File: src/rtl/tone_band_classifier.sv
// Tone band classifier: measures the period between rising edges of a squared tone and
// asserts one of four band-present levels after a run of consistent in-band periods.
module tone_band_classifier #(
  parameter int CNT_W   = 17,
  parameter int B1_LO   = 47500,
  parameter int B1_HI   = 52500,
  parameter int B2_LO   = 31667,
  parameter int B2_HI   = 35000,
  parameter int B3_LO   = 23750,
  parameter int B3_HI   = 26250,
  parameter int B4_LO   = 19000,
  parameter int B4_HI   = 21000,
  parameter int TIMEOUT = 60000,
  parameter int MATCH_N = 8,
  parameter int MISS_N  = 4
) (
  input  logic             clk,
  input  logic             rst,
  input  logic             tone_in,
  output logic             pb1,
  output logic             pb2,
  output logic             pb3,
  output logic             pb4,
  output logic [CNT_W-1:0] period_out,
  output logic             period_valid
);
  localparam int MW = $clog2(MATCH_N + 1);
  localparam int SW = $clog2(MISS_N + 1);
  localparam logic [CNT_W-1:0] L1 = CNT_W'(B1_LO), H1 = CNT_W'(B1_HI);
  localparam logic [CNT_W-1:0] L2 = CNT_W'(B2_LO), H2 = CNT_W'(B2_HI);
  localparam logic [CNT_W-1:0] L3 = CNT_W'(B3_LO), H3 = CNT_W'(B3_HI);
  localparam logic [CNT_W-1:0] L4 = CNT_W'(B4_LO), H4 = CNT_W'(B4_HI);
  localparam logic [CNT_W-1:0] TO = CNT_W'(TIMEOUT);
  localparam logic [MW-1:0]    MATCH_V = MW'(MATCH_N);
  localparam logic [SW-1:0]    MISS_V  = SW'(MISS_N);

  typedef enum logic {IDLE, MEASURE} state_t;

  state_t            state, state_nx;
  logic [2:0]        sync;
  logic              rise;
  logic [CNT_W-1:0]  cnt, cnt_nx, per_nx;
  logic [2:0]        band, cand, cand_nx, active, active_nx;
  logic [MW-1:0]     match, match_nx;
  logic [SW-1:0]     miss, miss_nx;
  logic              pv_nx;

  // sync[1:0] is the metastability pair, sync[2] the previous sample for edge detect
  assign rise = sync[1] & ~sync[2];

  // later tests override earlier ones so the lowest band wins on overlap
  always_comb begin
    band = 3'd0;
    if (cnt >= L4 && cnt <= H4) band = 3'd4;
    if (cnt >= L3 && cnt <= H3) band = 3'd3;
    if (cnt >= L2 && cnt <= H2) band = 3'd2;
    if (cnt >= L1 && cnt <= H1) band = 3'd1;
  end

  always_comb begin
    state_nx  = state;
    cnt_nx    = cnt;
    cand_nx   = cand;
    match_nx  = match;
    miss_nx   = miss;
    active_nx = active;
    per_nx    = period_out;
    pv_nx     = 1'b0;
    case (state)
      IDLE: if (rise) begin
        state_nx = MEASURE;
        cnt_nx   = CNT_W'(1);
      end
      MEASURE: begin
        if (rise) begin
          per_nx  = cnt;
          pv_nx   = 1'b1;
          cnt_nx  = CNT_W'(1);
          cand_nx = band;
          if (band == cand) match_nx = (match == MATCH_V) ? match : match + 1'b1;
          else              match_nx = MW'(1);
          if (active != 3'd0) miss_nx = (band != active) ? miss + 1'b1 : '0;
          // activation takes precedence over a drop decided on the same period
          if (band != 3'd0 && match_nx == MATCH_V) begin
            active_nx = band;
            miss_nx   = '0;
          end else if (miss_nx == MISS_V) begin
            active_nx = 3'd0;
            miss_nx   = '0;
          end
        end else if (cnt == TO) begin
          state_nx  = IDLE;
          cand_nx   = 3'd0;
          match_nx  = '0;
          miss_nx   = '0;
          active_nx = 3'd0;
        end else begin
          cnt_nx = cnt + 1'b1;
        end
      end
      default: state_nx = IDLE;
    endcase
  end

  always_ff @(posedge clk or negedge rst) begin
    if (!rst) begin
      state        <= IDLE;
      sync         <= '0;
      cnt          <= '0;
      cand         <= '0;
      match        <= '0;
      miss         <= '0;
      active       <= '0;
      period_out   <= '0;
      period_valid <= 1'b0;
    end else begin
      state        <= state_nx;
      sync         <= {sync[1:0], tone_in};
      cnt          <= cnt_nx;
      cand         <= cand_nx;
      match        <= match_nx;
      miss         <= miss_nx;
      active       <= active_nx;
      period_out   <= per_nx;
      period_valid <= pv_nx;
    end
  end

  assign pb1 = (active == 3'd1);
  assign pb2 = (active == 3'd2);
  assign pb3 = (active == 3'd3);
  assign pb4 = (active == 3'd4);
endmodule
File: config.mk
export PLATFORM = sky130hd
export DESIGN_NAME = tone_band_classifier
export DESIGN_NICKNAME = d
export VERILOG_FILES = /design/src/rtl/tone_band_classifier.sv
export SDC_FILE = /design/constraint.sdc
export NUM_CORES = 1
export LEC_CHECK = 0
export CAP_MARGIN = 0
export CELL_PAD_IN_SITES_DETAIL_PLACEMENT = 0
export CELL_PAD_IN_SITES_GLOBAL_PLACEMENT = 1
export CORE_MARGIN = 4
export CORE_UTILIZATION = 34
export DETAILED_ROUTE_END_ITERATION = 16
export GPL_ROUTABILITY_DRIVEN = 0
export PLACE_DENSITY = 0.64
export SYNTH_ARGS = -nofsm -noshare
export SYNTH_HDL_FRONTEND = slang
export SYNTH_SLANG_ARGS = --single-unit
File: constraint.sdc
create_clock -name clk -period 7.4 [get_ports clk]
set_input_delay 1.48 -clock clk [delete_from_list [all_inputs] [get_ports clk]]
set_output_delay 1.48 -clock clk [all_outputs]
set_load 0.005 [all_outputs]
After elaboration in Yosys (flattened, before gate mapping) --
Cells that the tools add are included.
Word-level totals: register bits after elaboration 52, bits in latches 0, RAM bits 0, ROM bits 0, bits of input ports 3, output and inout port bits 22, word-level logic and storage cells 79, memories 0
Cells by class: add/subtract/negate cells 3, multipliers 0, divide/modulo/power cells 0, $lt $le $gt $ge 8, equality and inequality tests 13, shift-type cells 0, multiplexer cells 31, bitwise gates (word level) 3, reduce and logical (&&, ||, !) cells 12
Operators with widths (number):
- greater-or-equal comparator 17 x 15 -> 1 bit, second input constant | 3
- 2-to-1 mux 17 bit | 3
- 2-to-1 mux 3 bit | 16
- <= comparator 17 x 15 -> 1 bit, second input constant | 2
- <= comparator 17 x 16 -> 1 bit, second input constant | 2
- case mux 17 bit (2 select lines) | 1
- 2-to-1 mux 4 bit | 6
- adder 17 x 1 -> 17 bit, second input constant | 1
- == test 17 x 16 -> 1 bit, second input constant | 1
- greater-or-equal comparator 17 x 16 -> 1 bit, second input constant | 1
- == test 4 bit, second input constant | 2
- == test 3 x 2 -> 1 bit, second input constant | 2
- == test 3 bit, second input constant | 2
- AND reduction 2 bit | 3
- nonzero test 3 bit | 2
- logical AND 1 bit | 5
- adder 4 x 1 -> 4 bit, second input constant | 1
- 2-to-1 mux 1 bit | 4
- adder 3 x 1 -> 3 bit, second input constant | 1
- == test 3 x 1 -> 1 bit, second input constant | 1
- == test 3 bit | 1
- != test 3 x 1 -> 1 bit, second input constant | 1
- != test 3 bit | 1
- != test 3 bit, second input constant | 1
- 6 further kinds | 7

Longest topological paths before layout --
Gate-level depths: netlist of the first run.
word-level depth 15, gate-level depth with buffers 12, gate-level depth less buffers 11

Worst setup path after synthesis of the first run --
No wires, ideal clock.
path type reg2reg, start point register cnt[6], end point register miss[0], arrival 2.501 ns, required time 7.275 ns, slack 4.774 ns, cell stages (with the launch flop) 10, path buffers 0, clock period less this slack 2.626 ns, cells stage by stage dfrtp_1 > nor3_2 > nand3b_1 > or4_1 > a41o_1 > mux2_2 > a221o_1 > o21ba_1 > nor3_1 > mux2_2
On the way: word-level cells in the longest chain between the ends 15, elaborated cells between the ends (all ways) 35
Ends and longest elaborated chain:
- start: declaration | RTL line 42 | logic [CNT_W-1:0] cnt, cnt_nx, per_nx;
- start signal: assignment | RTL line 119 | cnt <= cnt_nx;
- greater-or-equal comparator 17 x 15 -> 1 bit / <= comparator 17 x 15 -> 1 bit (equally long branches) | RTL line 54 | if (cnt >= L4 && cnt <= H4) band = 3'd4;
- logical AND 1 bit | RTL line 54
- 2-to-1 mux 3 bit | RTL line 54
- 2-to-1 mux 3 bit | RTL line 55 | if (cnt >= L3 && cnt <= H3) band = 3'd3;
- 2-to-1 mux 3 bit | RTL line 56 | if (cnt >= L2 && cnt <= H2) band = 3'd2;
- 2-to-1 mux 3 bit | RTL line 57 | if (cnt >= L1 && cnt <= H1) band = 3'd1;
- != test 3 bit | RTL line 82 | if (active != 3'd0) miss_nx = (band != active) ? miss + 1'b1 : '0;
- 2-to-1 mux 3 bit (2 in a row) | RTL line 82
- 2-to-1 mux 3 bit | RTL line 75 | if (rise) begin
- 2-to-1 mux 3 bit | RTL line 69 | case (state)
- == test 3 bit | RTL line 87 | end else if (miss_nx == MISS_V) begin
- 2-to-1 mux 3 bit | RTL line 87
- 2-to-1 mux 3 bit | RTL line 84 | if (band != 3'd0 && match_nx == MATCH_V) begin
- 2-to-1 mux 3 bit | RTL line 75
- end signal: assignment | RTL line 122 | miss <= miss_nx;
- end: declaration | RTL line 45 | logic [SW-1:0] miss, miss_nx;
Several ways; a longest one is shown, not always the timed one. The select of a mux whose other input is x is not followed. A chain may end at the register's enable or synchronous reset.

Worst setup path in the final report of the first run --
start point register cnt[3], end point register miss[0]
The elaborated chain is that of the path after synthesis.

==> impl_metrics.py, run 1 <==
metrics = {
    "detailed_routing": {
        "vias": 2687,
        "drc": 0,
        "dr.pass1.iters": 5,
        "wl_mm": 7.87,
        "ant_nets": 0,
        "wl_per_cell_um": 16.4,
        "drt_iter0_drc": 357,
        "viasPerCell": 5.60,
    },
    "placement": {
        "io_buffers": 24,
        "dp_hpwl_mm": 5.45,
        "place_area_sq_um": 3360,
    },
    "layout": {
        "layout-drive-gt1-share_pct": 4.84,
        "utilization_pct": 39.4,
        "syn_to_final_growth_pct": 12.8,
        "finalInstanceArea_sq_um": 3460,
        "nets": 379,
        "antenna_cells": 0,
    },
    "sta": {
        "period_needed_ns": 3.33,
        "finalCritPeriodShare_pct": 45.0,
        "worst_pin_slew_ns": 0.893,
        "slew_viol_final": 0,
        "fin_skew_ns": 0.0113,
        "timing.fmax_mhz": 300,
        "hold_viol": 0,
        "rsz0062_at_grt": "no",
        "setup_violations": 0,
        "setup-tns-final_ns": 0,
        "max-slew-margin-rel_pct": 40.0,
    },
    "global_routing": {
        "grt_pass1_wl_mm": 13.7,
        "grt-ovfl-total": 0,
        "grt_pass1_vias": 2674,
        "grt_max_degree": 53,
        "grt_use_total_pct": 16.2,
        "antenna_found_initial": 0,
    },
    "clock_tree": {
        "cts_buffers": 5,
        "cts_num_sinks": 52,
        "clock_path_buffers": 2,
        "cts_resized": 0,
        "cts_tree": "built",
        "post-cts-setup-buffers": 0,
        "clk-insertion-delay-late_ns": 0.32,
        "clkTransAtPathRegs_ns": 0.11,
        "ctsRootBufferMaster": "clkbuf_8",
        "htree_levels": 2,
        "cts_hold_buf": 0,
    },
    "critical_path": {
        "startpoint_type": "flop",
        "end_kind": "flop",
        "required_ns": 7.60,
        "critical_path_class": "flop to flop",
        "critPathMaxFanout": 16,
        "cp.arrival_ns": 3.53,
    },
    "run_status": {
        "status": "finished clean",
    },
    "logic_synthesis": {
        "syn_inst": 361,
        "synth_fa_ha_area_share_pct": 2.04,
        "async_flop_share_pct": 100,
        "muxShareOfSynthArea_pct": 1.06,
        "yosys.cell_types.count": 59,
        "synth_flop_cell": "dfrtp_1",
        "synth_top_family_by_area": "simple AND/OR/NAND/NOR gates",
        "yosysSeqAreaShare_pct": 42.5,
        "syn_area_per_cell_sq_um": 8.48,
        "yosysWarnings": 0,
        "synthesis.area_sq_um": 3060,
        "synth_compound_area_share_pct": 17.2,
        "synth-simple-area-share_pct": 27.9,
        "ys_seq_elements": 52,
        "syn-num-nets": 369,
        "synth_xor_area_share_pct": 4.58,
        "synth_edf_count": 0,
    },
    "power_and_ir_drop": {
        "total_power_mw": 0.674,
        "total_leakage_power_nw": 1.44,
        "irDropWorstVdd_mv": 0.0770,
        "power_density_nw_per_um2": 195,
    },
    "die": {
        "die_w_um": 103,
        "core_sq_um": 8760,
        "start_util_pct": 35.0,
        "io_pins": 25,
        "die_height_um": 103,
        "rows": 34,
        "die_area_sq_um": 10600,
    },
    "run": {
        "drv_cap": 0,
    },
    "worst_hold_path": {
        "hp-class": "flop to flop",
    },
}
## cell type report
cell class / instances / area [sq um]
Multi-Input combinational cell: 273 / 1620
Tap cell: 108 / 135
Clock inverter: 2 / 17.5
Clock buffer: 6 / 82.6
Timing Repair Buffer: 27 / 258
Fill cell: 905 / 5310
Sequential cell: 52 / 1300
Inverter: 12 / 45.0
## critical path, cell delays in order, from the launching register on
cell	delay [ns]
dfrtp_1	0.73
o21ai_0	0.17
a311oi_1	0.30
nor2b_1	0.08
o31ai_1	0.76
and2_1	0.25
a31oi_1	0.15
nor2_1	0.29
o21ai_0	0.19
mux2_2	0.29
## sequential cells by signal, summed over array words and instances (netlist names), 3 cells and up
| signal | flops |
|---|---|
| active | 3 |
| cand | 3 |
| cnt | 17 |
| match | 4 |
| miss | 3 |
| period_out | 17 |
| sync | 3 |
## power by group
group | total (mW) | leakage (nW) | switching (mW) | internal, mW
sequential | 0.362 | 0.698 | 0.0512 | 0.311
clock | 0.183 | 0.0522 | 0.104 | 0.0786
combinational | 0.129 | 0.689 | 0.0653 | 0.0633
## logic make-up after synthesis
logic type,Yosys count
simple gates,175
compound gates,74
flops,52
buf+inv,36
xor+xnor,16
fa+ha+maj,5
mux,3
## layer usage
metal  track usage [%]  up-vias  routed length (um)
met5                 0        -                   0
met1              22.9     1259                3620
met4              5.98        0                 201
li1                  -     1298                   -
met2              24.9      115                3560
met3              2.84       15                 484
## worst paths after layout
kind / start / endpoint / slack, ns / cells after the start
worst min-delay path: sync[0] / sync[1] / 0.36 / 0
max in group asynchronous: rst / period_out[0] / 5.65 / 2
worst max-delay path: cnt[3] / miss[0] / 4.07 / 9
worst max register to register: cnt[3] / miss[0] / 4.07 / 9
worst min register to register: sync[0] / sync[1] / 0.36 / 0
min in group asynchronous: rst / match[3] / 1.27 / 2
## Yosys cell counts (3+ instances only)
cell type	count	area (sq um)
a31oi_1	5	31.3
nor3_1	12	60.1
a22o_1	6	52.6
a311oi_1	3	26.3
dfrtp_1	52	1300
nor2b_1	7	43.8
a21oi_1	6	30.0
or3_1	4	25.0
inv_1	12	45.0
nor2_1	31	116
nand4_1	11	68.8
ha_1	5	62.6
nand2b_1	7	43.8
xor2_1	10	87.6
o211ai_1	4	30.0
nand3b_1	6	45.0
nand3_1	10	50.1
a41oi_1	3	26.3
buf_2	8	40.0
nand2_1	70	263
o31ai_1	3	22.5
xnor2_1	6	52.6
and2_1	3	18.8
clkbuf_1	15	56.3
o21ai_0	20	100
## placed cells by master (no fill, tap or decap), drive strengths merged, types with 4 or more instances in the layout
cell and instances:
inv 14, a22o 6, or3 4, nand4 11, ha 5, nand2 70, nor2 31, buf 4
o211ai 4, xor2 10, o21ai 21, nor3 13, xnor2 6, nor2b 7, a31oi 5, a21oi 6
clkbuf 6, nand3b 6, nand2b 7, nand3 10, clkdlybuf4s50 23, dfrtp 52
## stage by stage
step / setup WS (ns) / hold slack (ns) / cells
floorplan: 4.77 / 0.331 / 361
CTS: 4.08 / 0.361 / 480
detailed placement: 4.10 / 0.335 / 472
global placement: 4.09 / 0.335 / 472
global route: 3.69 / 0.371 / 480
finish: 4.07 / 0.360 / 480
Note: power is estimated with default switching activity, not from simulation.
==> run 2, diff against run 1 <==
PLACE_DENSITY = 0.66   (was 0.64)
clock period = 3 ns   (was 7.4 ns; I/O delays follow)
==> impl_metrics.py, run 2 (synthesis results as in run 1) <==
metrics = {
    "worst_hold_path": {
        "hp-start": "sync[0]",
        "worstHoldPathCells": 0,
        "hold_end": "sync[1]",
        "hp-class": "flop to flop",
    },
    "sta": {
        "timing.fmax_mhz": 350,
        "period_needed_ns": 2.86,
        "setup_violations": 0,
        "finalCritPeriodShare_pct": 95.4,
        "setup-tns-final_ns": 0,
        "slew_viol_final": 0,
        "max-slew-margin-rel_pct": 55.2,
        "fin_skew_ns": 0.00837,
        "hold_viol": 0,
        "rsz0062_at_grt": "no",
        "worst_pin_slew_ns": 0.671,
    },
    "layout": {
        "nets": 412,
        "finalInstanceArea_sq_um": 3740,
        "regArea_sq_um": 1310,
        "finalNonFillerCells": 513,
        "reg_top3": "cnt: 17 flops, period_out: 17 flops, match: 4 flops",
        "layout_commonest_cell": "nand2_1",
        "multi_input_comb_area_sq_um": 1650,
        "syn_to_final_growth_pct": 22.2,
        "fillCellCount": 888,
        "utilization_pct": 42.7,
        "mostFrequentLayoutCells": "70 x nand2_1, 49 x dfrtp_1, 36 x buf_4, 30 x nor2_1, 23 x clkdlybuf4s50_1",
        "antenna_cells": 0,
        "layout-drive-gt1-share_pct": 14.8,
    },
    "detailed_routing": {
        "vias": 2819,
        "wl_mm": 8.56,
        "drt_iter0_drc": 227,
        "viasPerCell": 5.50,
        "ant_nets": 0,
        "drc": 0,
        "dr.pass1.iters": 4,
        "wl_per_cell_um": 16.7,
    },
    "critical_path": {
        "critical_path_class": "flop to flop",
        "rrSetupSlack_ns": 0.14,
        "rr_endpoint": "miss[0]",
        "end_kind": "flop",
        "reg2reg_depth": 10,
        "startpoint_type": "flop",
        "cp.arrival_ns": 3.07,
        "worstReg2RegStart": "cnt[15]",
        "required_ns": 3.21,
        "critPathMaxFanout": 12,
    },
    "global_routing": {
        "antenna_found_initial": 0,
        "grt_pass1_vias": 2695,
        "gr-usage-met1_pct": 24.3,
        "use_met3_pct": 2.30,
        "grt-busiest-layer": "met2",
        "grt_use_total_pct": 17.0,
        "grt_max_degree": 53,
        "grt_use_met2_pct": 26.2,
        "grt_pass1_wl_mm": 14.1,
        "grt-ovfl-total": 0,
    },
    "placement": {
        "io_buffers": 24,
        "dpl.cell_count": 502,
        "place_area_sq_um": 3580,
        "dp_hpwl_mm": 6.04,
    },
    "power_and_ir_drop": {
        "power_density_nw_per_um2": 472,
        "switching_share_pct": 30.6,
        "power.switching_mw": 0.541,
        "pwr-share-comb_pct": 24.5,
        "p_int_mw": 1.23,
        "total_leakage_power_nw": 1.61,
        "total_power_mw": 1.77,
        "power_frac_clock_pct": 27.7,
        "irDropWorstVdd_mv": 0.274,
        "p_seq_share_pct": 47.8,
    },
    "die": {
        "io_pins": 25,
        "start_util_pct": 35.0,
        "rows": 34,
        "die_w_um": 103,
        "die_height_um": 103,
        "die_area_sq_um": 10600,
        "core_sq_um": 8760,
    },
    "clock_tree": {
        "ctsRootBufferMaster": "clkbuf_8",
        "clk-insertion-delay-late_ns": 0.31,
        "clock_path_buffers": 2,
        "cts_tree": "built",
        "clkTransAtPathRegs_ns": 0.10,
        "cts_num_sinks": 52,
        "htree_levels": 2,
        "cts_buffers": 5,
        "cts_hold_buf": 0,
    },
    "run": {
        "drv_cap": 0,
    },
    "run_status": {
        "status": "finished clean",
    },
}
run 2: cell types whose count changed in the layout (fill, tap and decap cells not counted), moves of 2 or more:
cell	delta
buf_4	+33
dfrtp_1	-3
dfrtp_2	+3
inv_6	-2
run 2: worst max-delay path: stages, from the launching register on:
cell	delay, ns
dfrtp_1	0.39
buf_4	0.18
nor3b_1	0.35
nand3_1	0.20
o31ai_2	0.33
o21ai_2	0.14
mux2_2	0.28
a221o_1	0.31
o21ba_1	0.25
nor3_1	0.07
mux2_2	0.27
run 2: power by group through the flow:
stage | sequential (mW) | clock, mW | combinational [mW]
final | 0.845 | 0.490 | 0.432
after CTS | 0.861 | 0.505 | 0.402
after global routing | 0.860 | 0.535 | 0.488
after detailed placement | 0.873 | 0 | 0.399
after global placement | 0.874 | 0 | 0.403
after floorplan | 0.837 | 0 | 0.254
run 2: cell type report:
class	instances	area share, %
Multi-Input combinational cell	273	44.0
Clock buffer	6	1.94
Clock inverter	2	0.936
Timing Repair Buffer	60	13.5
Tap cell	108	3.61
Sequential cell	52	34.9
Inverter	12	1.20
run 2: per-stage QoR:
stage	hold slack, ns	setup slack, ns
2_1_floorplan	0.304	0.374
3_3_place_gp	0.336	-0.0447
3_5_place_dp	0.337	-0.0614
4_1_cts	0.360	0.00337
5_1_grt	0.379	0.00935
6_report	0.357	0.139
run 2: worst max path at each step:
stage,cells after the start,from,endpoint
after floorplan,9,cnt[6],miss[0]
after global routing,10,cnt[7],miss[0]
final,10,cnt[15],miss[0]
after global placement,11,cnt[0],miss[0]
after detailed placement,11,cnt[0],miss[0]
after CTS,11,cnt[0],miss[0]
run 2: timing repair:
item / 4_1_cts / 5_1_grt
resized for setup: 2 / 9
setup buffers: 0 / 3
hold endpoints to repair: 0 / 0
endpoints found under the setup margin: 5 / 9
pin swaps: 1 / 2
run 2: metal layers:
layer / up-vias / part of all wire, %
met5: - / 0
met4: 0 / 2.7
met3: 20 / 4.9
met2: 92 / 46
met1: 1344 / 46
li1: 1363 / -
